--- src/rtl/parallel_align.sv ---
// parallel_align: byte-stream word aligner for the BER receive path.
// Hunts SYNC_WORD at any of 8 bit offsets, then assembles 64-bit payload
// words at the found offset and tracks frame lock with a miss flywheel.
// Ports:
//   i_clk      clock
//   i_rstx     synchronous active-low reset (priority over i_clr)
//   i_clr      synchronous clear to reset state
//   i_dipush   i_din valid this cycle
//   i_din      raw byte, MSB received first
//   o_aligned  frame lock held
//   o_dopush   o_dout valid, one-cycle pulse per payload word
//   o_dout     payload word, first-received bit in o_dout[63]
//   o_init     one-cycle pulse: sync matched, payload follows
//   o_loss_cnt saturating lock-loss count (only with PARALLEL_ALIGN_STAT_EN)
// Build option: define PARALLEL_ALIGN_STAT_EN to add o_loss_cnt.
module parallel_align #(
    parameter logic [63:0] SYNC_WORD     = 64'hA5C3_5A3C_0FF0_F00F,
    parameter int          PAYLOAD_WORDS = 1024,
    parameter int          MISS_MAX      = 4
) (
    input  logic        i_clk,
    input  logic        i_rstx,
    input  logic        i_clr,
    input  logic        i_dipush,
    input  logic [7:0]  i_din,
    output logic        o_aligned,
    output logic        o_dopush,
    output logic [63:0] o_dout,
    output logic        o_init
`ifdef PARALLEL_ALIGN_STAT_EN
    ,
    output logic [15:0] o_loss_cnt
`endif
);
    localparam int CW = $clog2(PAYLOAD_WORDS + 1);
    localparam int MW = $clog2(MISS_MAX + 1);
    localparam logic [CW-1:0] CNT_SYNC  = CW'(PAYLOAD_WORDS);
    localparam logic [MW-1:0] MISS_LAST = MW'(MISS_MAX - 1);

    typedef enum logic {HUNT, LOCK} state_t;

    state_t        r_state;
    logic [71:0]   r_sr;
    logic [2:0]    r_ofs;
    logic [2:0]    r_phase;
    logic [CW-1:0] r_cnt;
    logic [MW-1:0] r_miss;
    logic          r_aligned;
    logic          r_dopush;
    logic [63:0]   r_dout;
    logic          r_init;

    logic [71:0]   w_sr;
    logic [63:0]   w_word;
    logic          w_hit;
    logic [2:0]    w_k;

    // All decisions use the shift register value after this cycle's push.
    assign w_sr   = {r_sr[63:0], i_din};
    assign w_word = w_sr[r_ofs +: 64];

    // Scan from the highest offset down so the lowest matching offset wins.
    always_comb begin
        w_hit = 1'b0;
        w_k   = 3'd0;
        for (int k = 7; k >= 0; k--) begin
            if (w_sr[k +: 64] == SYNC_WORD) begin
                w_hit = 1'b1;
                w_k   = 3'(k);
            end
        end
    end

`ifdef PARALLEL_ALIGN_STAT_EN
    logic [15:0] r_loss_cnt;
    assign o_loss_cnt = r_loss_cnt;
`endif

    always_ff @(posedge i_clk) begin
        if (!i_rstx || i_clr) begin
            r_state   <= HUNT;
            r_sr      <= '0;
            r_ofs     <= '0;
            r_phase   <= '0;
            r_cnt     <= '0;
            r_miss    <= '0;
            r_aligned <= 1'b0;
            r_dopush  <= 1'b0;
            r_dout    <= '0;
            r_init    <= 1'b0;
`ifdef PARALLEL_ALIGN_STAT_EN
            r_loss_cnt <= '0;
`endif
        end else begin
            r_init   <= 1'b0;
            r_dopush <= 1'b0;
            if (i_dipush) begin
                r_sr <= w_sr;
                if (r_state == HUNT) begin
                    if (w_hit) begin
                        r_state   <= LOCK;
                        r_ofs     <= w_k;
                        r_init    <= 1'b1;
                        r_aligned <= 1'b1;
                        r_phase   <= '0;
                        r_cnt     <= '0;
                        r_miss    <= '0;
                    end
                end else begin
                    r_phase <= r_phase + 3'd1;
                    if (r_phase == 3'd7) begin
                        if (r_cnt != CNT_SYNC) begin
                            r_dout   <= w_word;
                            r_dopush <= 1'b1;
                            r_cnt    <= r_cnt + CW'(1);
                        end else begin
                            // Sync slot: never output, decides lock keep/flywheel/loss.
                            r_cnt <= '0;
                            if (w_word == SYNC_WORD) begin
                                r_init <= 1'b1;
                                r_miss <= '0;
                            end else if (r_miss != MISS_LAST) begin
                                r_miss <= r_miss + MW'(1);
                            end else begin
                                r_state   <= HUNT;
                                r_aligned <= 1'b0;
`ifdef PARALLEL_ALIGN_STAT_EN
                                if (r_loss_cnt != 16'hFFFF) r_loss_cnt <= r_loss_cnt + 16'd1;
`endif
                            end
                        end
                    end
                end
            end
        end
    end

    assign o_aligned = r_aligned;
    assign o_dopush  = r_dopush;
    assign o_dout    = r_dout;
    assign o_init    = r_init;
endmodule
--- config.mk ---
export PLATFORM = sky130hd
export DESIGN_NAME = parallel_align
export DESIGN_NICKNAME = d
export VERILOG_FILES = /design/src/rtl/parallel_align.sv
export SDC_FILE = /design/constraint.sdc
export NUM_CORES = 1
export LEC_CHECK = 0
export CAP_MARGIN = 30
export CORE_ASPECT_RATIO = 0.6
export CORE_MARGIN = 2
export CORE_UTILIZATION = 40
export DETAILED_ROUTE_END_ITERATION = 8
export DONT_BUFFER_PORTS = 1
export SYNTH_ARGS = -nofsm -noshare
export SYNTH_HDL_FRONTEND = slang
export SYNTH_SLANG_ARGS = --single-unit
--- constraint.sdc ---
create_clock -name i_clk -period 5.2 [get_ports i_clk]
set_input_delay 1.04 -clock i_clk [delete_from_list [all_inputs] [get_ports i_clk]]
set_output_delay 1.04 -clock i_clk [all_outputs]
set_load 0.02 [all_outputs]
==> summary.md <==
| Metric | Value |
|---|---|
| Kind of cell adding the most delay to the critical path | `compound AO/OA/AOI/OAI gates` |
| Hold Path Class | `flip-flop to flip-flop` |
| Post-CTS resize count | `0` |
| Post-synth top area share | `0.3100` |
| Largest net degree at the start of global routing | `76` |
| Period utilization | `0.8093` |
| CP max stage cell | `a2111oi_0` |
| Clock skew | `between 0.009 and 0.01 ns` |
| Lkg Pwr | `between 3 and 4 nW` |
| Crit start category | `flip-flop` |
| Area leader, netlist | `dfxtp_1` |
| Final hold violations | `0` |
| Die extent in x | `slightly above 200 µm` |
| Slowest Stage Delay on Critical Path | `0.94 ns` |
| Global-route wire length before repair | `~52000 µm` |
| Synthesized instance count | `roughly 1000` |
| Nets | `982` |
| RSZ-0062 raised after global routing | `false` |
| First-pass iteration count of the detailed router | `7` |
| CTS Buf Count | `17` |
| Power per cell area | `~240 nW/µm²` |
| Max Clk Rate | `about 240 MHz` |
| HPWL after DPL | `24850 µm` |
| WP data required | `5.55 ns` |
| Ports | `between 70 and 80` |
| Ant. Diodes | `0` |
| CTS tree | `done` |
| CP Cell Sequence | `buf_4 -> mux2i_1 -> mux2i_1 -> a2111oi_0 -> o2111ai_1 -> nor3_1 -> a21oi_1 -> nor3_1 -> mux2_2` |
| VDD IR max | `0.0002092 V` |
| CP Buf/Inv Count | `1` |
| Drt wl/cell | `26.66 µm` |
| Max Transition Viols Final | `0` |
| Hold path depth | `2` |
| Clk_lat worst skew | `between 0.4 and 0.5 ns` |
| Drt drc | `0` |
| Setup repair bufs after CTS | `0` |
| Clock slew at reported path FFs | `0.07 ns` |
| R2R depth | `9` |
| Clock sinks | `roughly 150` |
| Crit path max fanout | `55` |
| Fraction of layout cells with a size suffix above 1 | `0.1546` |
| Synth area leaders | `dfxtp_1, mux4_2, mux2i_1, nor2_1, nand2_1` |
| CTS hold repair buffers | `0` |
| Htree depth | `4` |
| Initial Util | `0.4053` |
| Total grt overflow | `0` |
| Crit end category | `flip-flop` |
| Post-synthesis sequential area ratio | `0.3100` |
| Setup CP Type | `flip-flop to flip-flop` |
| Core area | `~24000 µm²` |
| Die Span Y | `between 100 and 150 µm` |
| Max cap viols | `0` |
| Post-Syn Area per Cell | `between 9 and 10 µm²` |
| Setup_tns | `0 ns` |
| Gpl congestion | `around 0.96` |
| Post-synth EDFFs | `0` |
| Vias in the first global route | `between 7000 and 8000` |
| Status | `finished clean` |
| Worst Tran Pin Value | `1.057 ns` |
| Synth Register Bits | `about 150` |
| DRT iter0 DRCs | `1201` |
| Syn Std Cell Area | `about 9800 µm²` |
| Top FF cell, synth | `dfxtp_1` |
| Final setup violation count | `0` |
| Routed WL | `34630 µm` |
| Die ar. | `~26000 µm²` |
| Area Overhead vs Synth | `6.634%` |
| Yosys cell types | `between 50 and 60` |
| Worst EP arrival | `around 4.6 ns` |
| Synth Net Count | `1058` |
| Asr flop ratio synth | `0` |
| Worst rel slew slack | `0.2772` |
| FF-to-FF setup slack | `between 0.9 and 1 ns` |
| Core Rows | `between 40 and 50` |
| Clk buf depth | `2` |
| Synth warn | `0` |
| # port buffers | `0` |
| Via/cell ratio | `around 6.6` |
| Final Critical Period | `between 4 and 5 ns` |
| ANT nets after route | `0` |
| Final Util | `0.4322` |
| Initial antenna violation count | `0` |
| Root Driver | `clkbuf_16` |
| Routed via count | `~8600` |
| Critical path depth | `9` |
| Gr usage total | `0.2718` |
[layer usage]
metal,up-vias,global-route usage,routed length [µm]
li1,3784,-,-
met1,4269,0.4288,16400
met2,525,0.3343,13060
met3,42,0.1079,4749
met4,0,0.06390,422
met5,-,0,0
[placed cells by master (no fill, tap or decap), types with 7 or more instances in the layout]
cell type	n
clkbuf_16	17
a211oi_1	23
nor4bb_1	26
nor2b_1	8
nand4_1	18
buf_4	17
a31oi_1	7
mux2_2	11
dfxtp_1	148
nor4_1	15
nand2_1	106
nor4b_1	7
or4_1	10
mux2i_1	102
nand4b_1	8
inv_1	8
o21ai_0	23
nand3_1	17
a311oi_1	37
nor2_1	150
nor3_1	13
mux4_2	80
a21oi_1	28
nor3b_1	8
[where the power goes]
part	switching (W)	total [W]	internal, W
Combinational	0.0000391	0.0000676	0.0000284
Clock	0.000528	0.00121	0.000686
Sequential	0.0000119	0.00117	0.00116
[worst register-to-register path, stage by stage (launching register included)]
cell	delay (ns)
dfxtp_4	0.88
buf_4	0.46
mux2i_1	0.30
mux2i_1	0.20
a2111oi_0	0.95
o2111ai_1	0.24
nor3_1	0.19
a21oi_1	0.14
nor3_1	0.38
mux2_2	0.38
[cells by family after synthesis]
logic type / count (synthesis) / share of synthesized area
AOI/OAI and AO/OA: 148 / 0.1059
buffers and inverters: 122 / 0.05402
and+or+nand+nor: 419 / 0.2193
muxes: 193 / 0.3022
adders and majority gates: 6 / 0.007699
DFF: 151 / 0.3100
xor gates and xnor gates: 1 / 0.0008984
[metrics by stage]
stage | setup slack, ns | hold slack, ns | instance area [µm²] | cells | power [W]
final | 0.9915 | 0.4721 | 10400 | 1299 | 0.002451
after global placement | 1.168 | 0.4537 | 9823 | 1267 | 0.001259
after floorplan | 1.689 | 0.4280 | 9751 | 1040 | 0.001255
after CTS | 1.089 | 0.4701 | 10400 | 1299 | 0.002480
after global routing | 0.7110 | 0.4959 | 10400 | 1299 | 0.002526
after detailed placement | 1.124 | 0.4606 | 9823 | 1267 | 0.001260
[cells in the mapped netlist, types with 8 or more instances]
library cell and number:
nor2b_1 8, clkbuf_1 68, mux2_2 11, or4_1 10, inv_1 8, nand4_1 18
nor2_1 151, dfxtp_1 151, mux4_2 80, o21ai_0 23, mux2i_1 102, buf_2 12
nor3b_1 8, nand3_1 17, nand2_1 106, nor3_1 14, nor4bb_1 26, a311oi_1 37
nand4b_1 8, buf_4 10, nor4_1 15, buf_1 19, a21oi_1 28, a211oi_1 23
[worst paths after layout]
| path | startpoint | endpoint |
|---|---|---|
| worst max-delay path | r_ofs[1]$_SDFFE_PP0P_ | r_miss[2]$_SDFFE_PP0P_ |
| worst min-delay path | r_miss[1]$_SDFFE_PP0P_ | r_miss[1]$_SDFFE_PP0P_ |
| worst max register to register | r_ofs[1]$_SDFFE_PP0P_ | r_miss[2]$_SDFFE_PP0P_ |
| worst min register to register | r_miss[1]$_SDFFE_PP0P_ | r_miss[1]$_SDFFE_PP0P_ |
[area by class of cell]
type                    count  area [µm²]
clock inverters            13       121.4
multi-input cells         767        6221
flip-flops and latches    151        3034
fillers                  2374       13660
well taps                 322       402.9
repair buffers             17       127.6
clock buffers              19       452.9
inverters                  10       37.54
[registers in the layout, indices dropped and copies added (netlist names)]
register,count
o_aligned,1
o_dopush,1
o_dout,64
o_init,1
r_cnt,11
r_miss,3
r_ofs,3
r_phase,3
r_sr,63
r_state,1
(Power assumes the default switching activity.)
